--- src/rtl/ed_pkg.sv ---
// Shared definitions for the energy-detection result packer: state encoding,
// default word width and trailer field layout.
package ed_pkg;

  localparam int WORD_W_DEF = 32;
  localparam int DEC_W_DEF  = 1;

  typedef logic [2:0] state_t;

  localparam state_t S_IDLE    = 3'd0;
  localparam state_t S_POP     = 3'd1;
  localparam state_t S_CAPTURE = 3'd2;
  localparam state_t S_EMIT    = 3'd3;
  localparam state_t S_FLUSH   = 3'd4;
  localparam state_t S_TRAILER = 3'd5;

  // Trailer word: frame sequence number in the upper half, entry count below.
  localparam int TRL_FIELD_W = 16;
  localparam int TRL_SEQ_LSB = 16;
  localparam int TRL_CNT_LSB = 0;

endpackage

--- src/rtl/ed_pack_shiftreg.sv ---
// Slot-addressed packing register: each write lands in the next free slot,
// LSB first. full flags the write that completes the word.
module ed_pack_shiftreg
  import ed_pkg::*;
#(
  parameter int DEC_W  = DEC_W_DEF,
  parameter int WORD_W = WORD_W_DEF,
  parameter int CNT_W  = $clog2(WORD_W / DEC_W + 1)
) (
  input  logic              clock,
  input  logic              reset,
  input  logic              clear,
  input  logic              wr_en,
  input  logic [DEC_W-1:0]  wr_data,
  output logic [WORD_W-1:0] data,
  output logic [CNT_W-1:0]  cnt,
  output logic              full
);

  localparam int ENTRIES = WORD_W / DEC_W;

  always_ff @(posedge clock) begin
    if (reset || clear) begin
      data <= '0;
      cnt  <= '0;
    end else if (wr_en) begin
      for (int i = 0; i < ENTRIES; i++) begin
        if (cnt == CNT_W'(i)) data[i*DEC_W +: DEC_W] <= wr_data;
      end
      cnt <= cnt + CNT_W'(1);
    end
  end

  assign full = wr_en && (cnt == CNT_W'(ENTRIES - 1));

endmodule

--- src/rtl/ed_result_packer.sv ---
// Packs fout detection results into WORD_W-bit words on a valid/ready stream.
// Optional frame trailer word enabled by defining ED_PACK_TRAILER_EN.
module ed_result_packer
  import ed_pkg::*;
#(
  parameter int DEC_W  = DEC_W_DEF,
  parameter int WORD_W = WORD_W_DEF
) (
  input  logic              clock,
  input  logic              reset,
  input  logic              empty_fout,
  input  logic [DEC_W-1:0]  dout_fout,
  input  logic              end_sig,
  output logic              pop_fout,
  output logic [WORD_W-1:0] word_data,
  output logic              word_valid,
  output logic              word_last,
  input  logic              word_ready,
  output logic              busy,
  output logic              ovf_err
);

  localparam int ENTRIES_PER_WORD = WORD_W / DEC_W;
  localparam int CNT_W            = $clog2(ENTRIES_PER_WORD + 1);

  state_t            state, state_nxt;
  logic              pend, pend_clr, from_flush;
  logic              sr_clear, sr_write, sr_full;
  logic [CNT_W-1:0]  cnt;
  logic [WORD_W-1:0] sr_data;

  ed_pack_shiftreg #(
    .DEC_W  (DEC_W),
    .WORD_W (WORD_W),
    .CNT_W  (CNT_W)
  ) u_shiftreg (
    .clock   (clock),
    .reset   (reset),
    .clear   (sr_clear),
    .wr_en   (sr_write),
    .wr_data (dout_fout),
    .data    (sr_data),
    .cnt     (cnt),
    .full    (sr_full)
  );

`ifdef ED_PACK_TRAILER_EN
  logic [TRL_FIELD_W-1:0] seq, frame_cnt;
  logic [WORD_W-1:0]      trailer_word;

  always_ff @(posedge clock) begin
    if (reset) begin
      seq       <= '0;
      frame_cnt <= '0;
    end else if (state == S_TRAILER && word_ready) begin
      seq       <= seq + 1'b1;
      frame_cnt <= '0;
    end else if (state == S_CAPTURE && frame_cnt != '1) begin
      frame_cnt <= frame_cnt + 1'b1;
    end
  end

  always_comb begin
    trailer_word = '0;
    trailer_word[TRL_SEQ_LSB +: TRL_FIELD_W] = seq;
    trailer_word[TRL_CNT_LSB +: TRL_FIELD_W] = frame_cnt;
  end
`endif

  always_ff @(posedge clock) begin
    if (reset) state <= S_IDLE;
    else       state <= state_nxt;
  end

  // Queued results always win over a pending frame end so they join the frame.
  always_comb begin
    state_nxt = state;
    case (state)
      S_IDLE: begin
        if (!empty_fout)                 state_nxt = S_POP;
        else if (pend && cnt != '0)      state_nxt = S_FLUSH;
`ifdef ED_PACK_TRAILER_EN
        else if (pend)                   state_nxt = S_TRAILER;
`endif
      end
      S_POP:     state_nxt = S_CAPTURE;
      S_CAPTURE: state_nxt = sr_full ? S_EMIT : S_IDLE;
      S_EMIT: begin
`ifdef ED_PACK_TRAILER_EN
        if (word_ready) state_nxt = from_flush ? S_TRAILER : S_IDLE;
`else
        if (word_ready) state_nxt = S_IDLE;
`endif
      end
      S_FLUSH:   state_nxt = S_EMIT;
`ifdef ED_PACK_TRAILER_EN
      S_TRAILER: if (word_ready) state_nxt = S_IDLE;
`endif
      default:   state_nxt = S_IDLE;
    endcase
  end

  always_comb begin
    pop_fout   = (state == S_POP);
    sr_write   = (state == S_CAPTURE);
    sr_clear   = (state == S_EMIT) && word_ready;
    busy       = (state != S_IDLE);
    pend_clr   = (state == S_FLUSH) || (state == S_IDLE && empty_fout && cnt == '0);
    word_data  = sr_data;
`ifdef ED_PACK_TRAILER_EN
    word_valid = (state == S_EMIT) || (state == S_TRAILER);
    word_last  = (state == S_TRAILER);
    if (state == S_TRAILER) word_data = trailer_word;
`else
    word_valid = (state == S_EMIT);
    word_last  = (state == S_EMIT) && from_flush;
`endif
  end

  // A second end before the first is serviced merges frames and is flagged.
  always_ff @(posedge clock) begin
    if (reset) begin
      pend       <= 1'b0;
      ovf_err    <= 1'b0;
      from_flush <= 1'b0;
    end else begin
      if (end_sig && pend) ovf_err <= 1'b1;
      if (end_sig)       pend <= 1'b1;
      else if (pend_clr) pend <= 1'b0;
      if (state == S_FLUSH)                   from_flush <= 1'b1;
      else if (state == S_EMIT && word_ready) from_flush <= 1'b0;
    end
  end

endmodule

--- config.mk ---
export PLATFORM = sky130hd
export DESIGN_NAME = ed_result_packer
export DESIGN_NICKNAME = d
export VERILOG_FILES = /design/src/rtl/ed_pkg.sv /design/src/rtl/ed_pack_shiftreg.sv /design/src/rtl/ed_result_packer.sv
export SDC_FILE = /design/constraint.sdc
export NUM_CORES = 1
export LEC_CHECK = 0
export ABC_AREA = 1
export CAP_MARGIN = 20
export CELL_PAD_IN_SITES_DETAIL_PLACEMENT = 0
export CELL_PAD_IN_SITES_GLOBAL_PLACEMENT = 1
export CORE_AREA = 5 5 88 90
export CTS_CLUSTER_SIZE = 30
export DETAILED_ROUTE_END_ITERATION = 16
export DIE_AREA = 0 0 93 95
export PLACE_DENSITY_LB_ADDON = 0.1
export SLEW_MARGIN = 20
export SYNTH_ARGS = -nofsm -noshare
export SYNTH_HDL_FRONTEND = slang
export SYNTH_HIERARCHICAL = 1
export SYNTH_SLANG_ARGS = --single-unit
--- constraint.sdc ---
create_clock -name clock -period 1.41 [get_ports clock]
set_input_delay 0.282 -clock clock [delete_from_list [all_inputs] [get_ports clock]]
set_output_delay 0.282 -clock clock [all_outputs]
set_load 0.05 [all_outputs]
Word-level counts from Yosys, hierarchy flattened
Cells that the tools add are included.

Bits in registers: 44. Input port bits: 6. Word-level logic and storage cells: 132. Output and inout port bits: 37.

Add/subtract/negate cells: 1. Mux-type cells: 9. Reductions and logical operators: 48. Eq/ne operators: 37.

Operator list (count): 6-bit by 5-bit equality test with 1-bit output (second input constant) (16); 2-bit AND reduction (33); 6-bit by 4-bit equality test with 1-bit output (second input constant) (8); 6-bit by 3-bit equality test with 1-bit output (second input constant) (4); 3-bit one-hot mux with 5 select lines (1); 6-bit by 2-bit equality test with 1-bit output (second input constant) (2); 3-bit two-way mux (3); 1-bit logical AND (7); 6-bit by 1-bit adder with 6-bit output (second input constant) (1); 3-bit by 2-bit equality test with 1-bit output (second input constant) (2); 6-bit by 1-bit equality test with 1-bit output (second input constant) (1); 6-bit zero test (1); 6-bit nonzero test (1); 1-bit two-way mux (4); 2-bit nonzero test (2); 3-bit by 1-bit equality test with 1-bit output (second input constant) (1); 3-bit equality test (second input constant) (1); 3-bit zero test (1); 3-bit inequality test (second input constant) (1); 3-bit nonzero test (1); 1-bit logical OR (2); 2-bit two-way mux (1); 2-bit by 1-bit inequality test with 1-bit output (second input constant) (1).

Depth between registers and ports, before layout
Gate-level depths: netlist of run 1.

Depth in word-level cells: 6. Depth in mapped cells: 10. Gate-level depth less buffers: 9.

By module
Netlist of run 1, hierarchy kept.

Modules (own cells, without submodules): ed_pack_shiftreg (seq. area each 760.7 um^2, area an instance 1795.5 um^2, instances 1, cells each 267); ed_result_packer (seq. area each 120.1 um^2, area an instance 337.8 um^2, instances 1, cells each 50).

Worst setup path before layout of run 1
OpenSTA, ideal clock, no wires.

Path type: reg2out. Start point: register state[0]. End point: output word_last. Required time: 1.128 ns. Path slack: -0.081 ns. Data arrival time: 1.209 ns. Buffers on the path: 0. Cell stages (with the launch flop): 3. Cells stage by stage: dfxtp_1 -> nand3_2 -> nor2_1.

Cells in the longest elaborated chain, start to end: 2.

Ends and longest elaborated chain: start, declared (line ed_result_packer.sv:26) `state_t state, state_nxt;`; start signal, assigned (line ed_result_packer.sv:72) `else state <= state_nxt;`; 3-bit by 2-bit equality test with 1-bit output (line ed_result_packer.sv:116) `word_last = (state == S_EMIT) && from_flush;`; 1-bit logical AND (line ed_result_packer.sv:116); end, declared (line ed_result_packer.sv:17) `output logic word_last,`.

Every way passes these cells.

Final worst setup path of run 1
Start point: register state[2]. End point: register u_shiftreg.cnt[2].

Cells in the longest elaborated chain, start to end: 3. Elaborated cells between the ends (all ways): 4. Those cells by class: eq/ne: 2; reduce/logical: 2.

Ends and longest elaborated chain: 3-bit by 2-bit equality test with 1-bit output (line ed_result_packer.sv:106) `sr_clear = (state == S_EMIT) && word_ready;`; 1-bit logical AND (line ed_result_packer.sv:106); named net sr_clear (line ed_result_packer.sv:28) `logic sr_clear, sr_write, sr_full;`; 1-bit logical OR (line ed_pack_shiftreg.sv:23) `if (reset || clear) begin`; end signal, assigned (line ed_pack_shiftreg.sv:30) `cnt <= cnt + CNT_W'(1);`; end, declared (line ed_pack_shiftreg.sv:16) `output logic [CNT_W-1:0] cnt,`.

The timed path passes the listed nets, and every way through them passes these cells. A chain may end at the register's enable or synchronous reset.

==> impl_results.md, run 1 <==
* Total power at 3210 uW
* Initial Utilization at a little under a third
* Crit path kind: reg -> reg
* Placed insts at 451
* Int Pwr at between 2000 and 2500 uW
* PD cells at 825 nW/um2
* Reg power frac at 40.7%
* Worst Tran Pin Value at 0.357 ns
* Tmin final at 1.46 ns
* Status: finished with violations
* Synth Instances at 317
* Type of the tightest min-delay check: reg -> reg
* Yosys top cell area share at 41.3%
* Final Skew at 0.0111 ns
* CTS clk-pin slew, worst paths at 0.09 ns
* Worst Path Required at 1.61 ns
* Fin. max-slew vios at 0
* Multi-input logic area at 1420 um2
* DR vias at 2155
* FMAX at 0.683 GHz
* Clk sinks at 44
* Row cnt at 31
* Post-DP HPWL at 3960 um
* Avg Vias per Cell at 4.55
* Unique cell type count in the Yosys netlist at 24
* FF+latch area at 895 um2
* Antenna Violating Nets Remaining at 0
* Synth warnings at 6
* Failing checks: negative setup slack
* Net Sw Frac at 27.4%
* Grt total ovfl at 0
* Synth area leaders: dfxtp_1 41%, nor2_1 16%, nand2_1 12%
* Tot GR Track Use at around 13%
* Worst Setup Start Kind: flip-flop
* Die Width at 93 um
* Antenna cells at 0
* Pleak at 0.00152 uW
* Final worst slack at -0.0544 ns
* Routed WL at 5980 um
* Syn Std Cell Area at 2130 um2
* H-tree depth at 2
* Drt pass-1 iters at 4
* Antenna violations before repair at 0
* Wire length of the first global-routing pass at 8960 um
* Later-pin clock latency in the skew report at 0.30 ns
* Largest net degree at the start of global routing at 26
* Sequential area share after synthesis at 41.3%
* Logic pwr share at 23.9%
* Worst slack at placement at -0.0555 ns
* Syn Area/Cell at 6.73 um2
* Syn Nets at 327
* Critical path peak fanout at 6
* Sw power at 881 uW
* Vias in the first global route at 1974
* Die area at 8840 um2
* Register-to-Register Path Depth at 9
* Layout cells sized above 1 at 44.6%
* Die H at 95 um
* Clock power frac at a little over a third
* R2r startpoint: state[2]
* CTS Buffer Depth at 2
* Final nets at 402
* Area grow syn2layout at 82.4%
* Drt wl/cell at roughly 13 um
* Core area at ~7000 um2
* Crit share post-route at 104%
* PortBufs at 42
* DRC viols at 0
* Unrepaired setup endpoints after global routing: yes
* # fillers at roughly 640
* Critical Path AT at 1.67 ns
* Commonest cells in the netlist: 91 x nor2_1, 69 x nand2_1, 44 x dfxtp_1
* Final setup viols at 4
* Max-cap violation count at 0
* Num CTS Buffers at 5
* Reg-to-reg endpoint: u_shiftreg/cnt[2]
* Non-Filler Instances at 474
* CP endpoint kind: flip-flop
* Critical Path End: u_shiftreg/cnt[2]
* Largest area contributor in the netlist: dfxtp_1
* Post-synthesis register bit count at 44
* Worst relative slew slack at 76.2%
* Number of synthesized flops with an enable pin at 0
* Max VDD drop at 0.377 mV
* Hold Violations, Final at 0
* Final instance area at 3890 um2
* Synth async-reset ratio at 0%
* Gp weighted congestion at 0.843
* Synth Flop Type: dfxtp_1
* Clock Tree Root: clkbuf_8
* Most numerous cell in the Yosys netlist: nor2_1
* Reg-to-reg slack, setup at -0.05 ns
* Initial DRC count at between 100 and 150
* CTS tree: yes
* Dpl cell area at 3170 um2
* Critical Path Start: state[2]
* I/O pin cnt at 43
cells in the final DEF, fill, tap and decap left out:
master | Yosys | final
a21oi_1 | 19 | 19
a21oi_2 | 1 | 1
and3_4 | 0 | 1
buf_12 | 0 | 42
buf_4 | 4 | 17
buf_6 | 4 | 12
buf_8 | 0 | 1
bufinv_16 | 0 | 2
clkbuf_16 | 0 | 3
clkbuf_8 | 0 | 5
clkdlybuf4s50_1 | 0 | 5
dfxtp_1 | 44 | 37
dfxtp_2 | 0 | 5
dfxtp_4 | 0 | 2
ha_2 | 0 | 3
ha_4 | 0 | 1
inv_1 | 25 | 22
inv_2 | 2 | 4
inv_6 | 0 | 1
nand2_1 | 69 | 52
nand2_2 | 2 | 15
nand2_4 | 1 | 5
nand3_1 | 25 | 13
nand3_2 | 2 | 12
nand3_4 | 0 | 2
nand3b_1 | 2 | 2
nor2_1 | 91 | 63
nor2_2 | 5 | 12
nor2_4 | 3 | 24
nor3_2 | 0 | 3
o21ai_0 | 4 | 3
o21ai_2 | 0 | 1
o21bai_1 | 1 | 1
or2_2 | 1 | 1
power groups by stage:
stage,sequential (uW),clock [uW],combinational (uW)
finish,1310,1140,767
global route,1310,1230,825
CTS,1300,1180,640
detailed placement,1330,0,576
global placement,1330,0,574
floorplan,1350,0,309
worst min-delay path by stage:
stage	cells after the start	end	startpoint
final	2	from_flush	from_flush
after global routing	2	from_flush	from_flush
after CTS	2	from_flush	from_flush
after detailed placement	2	from_flush	from_flush
after global placement	2	from_flush	from_flush
after floorplan	1	pend	reset
layout make-up:
class,instances,share of cell area (%)
Multi-Input combinational cell,234,36.4
Clock inverter,2,1.54
Inverter,27,2.73
Tap cell,82,2.64
Clock buffer,5,1.77
Sequential cell,44,23.0
Timing Repair Buffer,80,32.0
registers in the layout, summed over array words and instances, names as in the netlist:
register and cells:
u_shiftreg/data 32, ovf_err 1, state 3, pend 1, from_flush 1, u_shiftreg/cnt 6
timing repair:
action | CTS | global route
hold buffers | 0 | 0
setup buffers | 5 | 7
resized for setup | 20 | 99
endpoints found under the setup margin | 29 | 43
gates cloned | 0 | 4
pin swaps | 3 | 34
layer usage:
layer,part of all wire (%),GRT usage [%]
met4,1.5,5.86
met2,47,19.6
met5,0,0
met1,48,17.0
met3,3.3,2.39
critical path: stages, from the launching register on:
cell and delay, ns:
dfxtp_2 0.33, buf_6 0.12, inv_6 0.06, nand3_4 0.10, buf_6 0.14, nor2_4 0.11
nor2_4 0.06, buf_6 0.13, clkbuf_16 0.15, and3_4 0.16
logic make-up (layout without fill, tap and decap cells):
family                     count (synthesis)  count (layout)  share of synthesized area, %
AOI/OAI and AO/OA                         25              25                          6.16
adders and majority gates                  4               4                          2.35
buffers and inverters                     39             114                          9.09
DFF                                       44              44                          41.3
and+or+nand+nor                          205             205                          41.1
metrics by stage:
step                      util, %  hold WS [ns]  TNS, ns
after global routing         55.7         0.528    -1.87
after detailed placement     45.4         0.487   -0.673
after floorplan                 -         0.344        0
final                        55.7         0.490   -0.109
after global placement       45.4         0.477   -0.787
after CTS                    48.7         0.498  -0.0590
No activity file was read; power rests on OpenSTA's default activity.
==> inputs of run 2 (changes only) <==
- SKIP_LAST_GASP: default -> 1
==> run 2 against run 1 <==
Net effect:
- the run still ends with negative setup slack left
- clock-buffer cell count is the same
- sequential share of layout area rose by 0.12 points
- clock skew is 0.00075 ns higher
- non-clock buffer count increased by 1
- fmax rose by 0.40%
- clock power barely moved
- critical path type unchanged
- largest cell class unchanged
==> impl_results.md, run 2 (synthesis results as in run 1) <==
* Worst Setup Start Kind: flip-flop (unchanged)
* Hold Worst Slack at 0.505 ns (was 0.490 ns)
* Final worst slack at -0.0486 ns (was -0.0544 ns)
* Largest Register: u_shiftreg/data (unchanged)
* Cts hold-fix bufs at 0 (unchanged)
* CTS clk-pin slew, worst paths at 0.09 ns (about the same)
* CTS Buffer Depth at 2 (unchanged)
* Clock Tree Root: clkbuf_8 (unchanged)
* Die H at 95 um (unchanged)
* Unrepaired setup endpoints after global routing: yes (unchanged)
* Status: finished with violations (unchanged)
* Crit share post-route at 103% (was 104%)
* Worst Tran Pin Value at 0.358 ns (was 0.357 ns)
* CTS tree: yes (unchanged)
* Top flop regs: u_shiftreg/data x32, u_shiftreg/cnt x6, state x3 (unchanged)
* Worst relative slew slack at 76.1% (was 76.2%)
* Crit path kind: reg -> reg (unchanged)
* FMAX at 0.686 GHz (was 0.683 GHz)
* Clk sinks at 44 (unchanged)
* Critical Path AT at 1.66 ns (was 1.67 ns)
* Failing checks: negative setup slack (unchanged)
* PD cells at 831 nW/um2 (was 825 nW/um2)
* Later-pin clock latency in the skew report at 0.30 ns (about the same)
* Tmin final at 1.46 ns (about the same)
* Avg Vias per Cell at 4.57 (was 4.55)
* Layout cells sized above 1 at 40.5% (was 44.6%)
* Antenna Violating Nets Remaining at 0 (unchanged)
* Die Width at 93 um (unchanged)
* Antenna cells at 0 (unchanged)
* Most common cell after layout, fill and taps aside: nor2_1 (unchanged)
* DRC viols at 0 (unchanged)
* CP max stage delay at 0.33 ns (about the same)
* Type of the tightest min-delay check: reg -> reg (unchanged)
* Critical path cell sequence: buf_6, inv_6, nand3_4, buf_6, nor2_4, nor2_4, buf_12, clkbuf_16, and3_1 (was buf_6, inv_6, nand3_4, buf_6, nor2_4, nor2_4, buf_6, clkbuf_16, and3_4)
* Row cnt at 31 (unchanged)
* Initial DRC count at 126 (was 121)
* Core area at 6980 um2 (unchanged)
* Most frequent cells in the layout: 63 x nor2_1, 58 x nand2_1, 44 x buf_12, 38 x dfxtp_1, 26 x nor2_4 (was 63 x nor2_1, 52 x nand2_1, 42 x buf_12, 37 x dfxtp_1, 24 x nor2_4)
* Non-Filler Instances at 475 (was 474)
* Die area at 8840 um2 (unchanged)
* PortBufs at 42 (unchanged)
* I/O pin cnt at 43 (unchanged)
* Max reg flops at 32 (unchanged)
* Max VDD drop at 0.391 mV (was 0.377 mV)
* Worst Path Required at 1.61 ns (about the same)
* CP endpoint kind: flip-flop (unchanged)
* DR vias at 2172 (was 2155)
* Gp weighted congestion at 0.843 (unchanged)
* Fin. max-slew vios at 0 (unchanged)
* Largest net degree at the start of global routing at 26 (unchanged)
* Post-DP HPWL at 3960 um (unchanged)
* Worst path slowest cell: dfxtp_2 (unchanged)
* Final Skew at 0.0119 ns (was 0.0111 ns)
* Antenna violations before repair at 0 (unchanged)
* Routed WL at 5990 um (was 5980 um)
* Pleak at 0.00154 uW (was 0.00152 uW)
* Placed insts at 451 (unchanged)
* Final nets at 403 (was 402)
* H-tree depth at 2 (unchanged)
* Critical path peak fanout at 6 (unchanged)
* Max-cap violation count at 0 (unchanged)
* Drt pass-1 iters at 4 (unchanged)
* Vias in the first global route at 1970 (was 1974)
* Wire length of the first global-routing pass at 8950 um (was 8960 um)
* Final setup viols at 4 (unchanged)
* Hold Violations, Final at 0 (unchanged)
* Worst slack at placement at -0.0555 ns (unchanged)
* Initial Utilization at 30.6% (unchanged)
* Drt wl/cell at 12.6 um (about the same)
* Num CTS Buffers at 5 (unchanged)
* Area grow syn2layout at 81.2% (was 82.4%)
* Tot GR Track Use at 12.6% (was 12.7%)
* Grt total ovfl at 0 (unchanged)
[run 2: repair_timing]
item / CTS / global route
pin swaps: 3 / 27
gates resized for setup: 18 / 84
setup buffers: 5 / 7
cloned: 0 / 5
setup endpoints to repair: 29 / 42
[run 2: per-stage QoR]
stage / TNS (ns) / area [um2] / util (%) / power (uW)
2_1_floorplan: 0 / 2140 / - / 1660
3_3_place_gp: -0.787 / 3170 / 45.4 / 1900
3_5_place_dp: -0.673 / 3170 / 45.4 / 1900
4_1_cts: -0.423 / 3390 / 48.6 / 3120
5_1_grt: -2.20 / 3870 / 55.4 / 3370
6_report: -0.0931 / 3870 / 55.4 / 3210
[run 2: critical path: cells and delay by family, from the launching register on]
kind                   cells  cell delay, ns
buffers and inverters      5            0.61
AND/OR/NAND/NOR            4            0.40
flip-flops                 1            0.33
[run 2: metal layers]
layer / vias to the layer above / wire length, um / part of all wire, % / GRT usage (%)
met5: - / 0 / 0 / 0
met3: 5 / 227 / 3.8 / 2.39
met1: 990 / 2860 / 48 / 17.1
met4: 0 / 73 / 1.2 / 5.86
li1: 1133 / - / - / -
met2: 44 / 2820 / 47 / 19.4
[run 2: worst paths after layout]
check            from                end  slack, ns  depth (start not counted)
max          state[2]  u_shiftreg/cnt[2]      -0.05                          9
min              pend            ovf_err       0.50                          2
min reg2reg      pend            ovf_err       0.50                          2
max reg2reg  state[2]  u_shiftreg/cnt[2]      -0.05                          9
[run 2: area by class of cell]
cell class              instances  area (um2)
multi-input cells             234        1360
clock buffers                   5        68.8
clock inverters                 2        60.1
fillers                       637        3120
inverters                      27         106
well taps                      82         103
repair buffers                 81        1280
flip-flops and latches         44         893
[run 2: power by group]
part	internal (uW)	total [uW]	switching, uW
registers	1280	1310	30.1
logic	360	764	405
clock network	698	1140	445
total	2330	3210	880
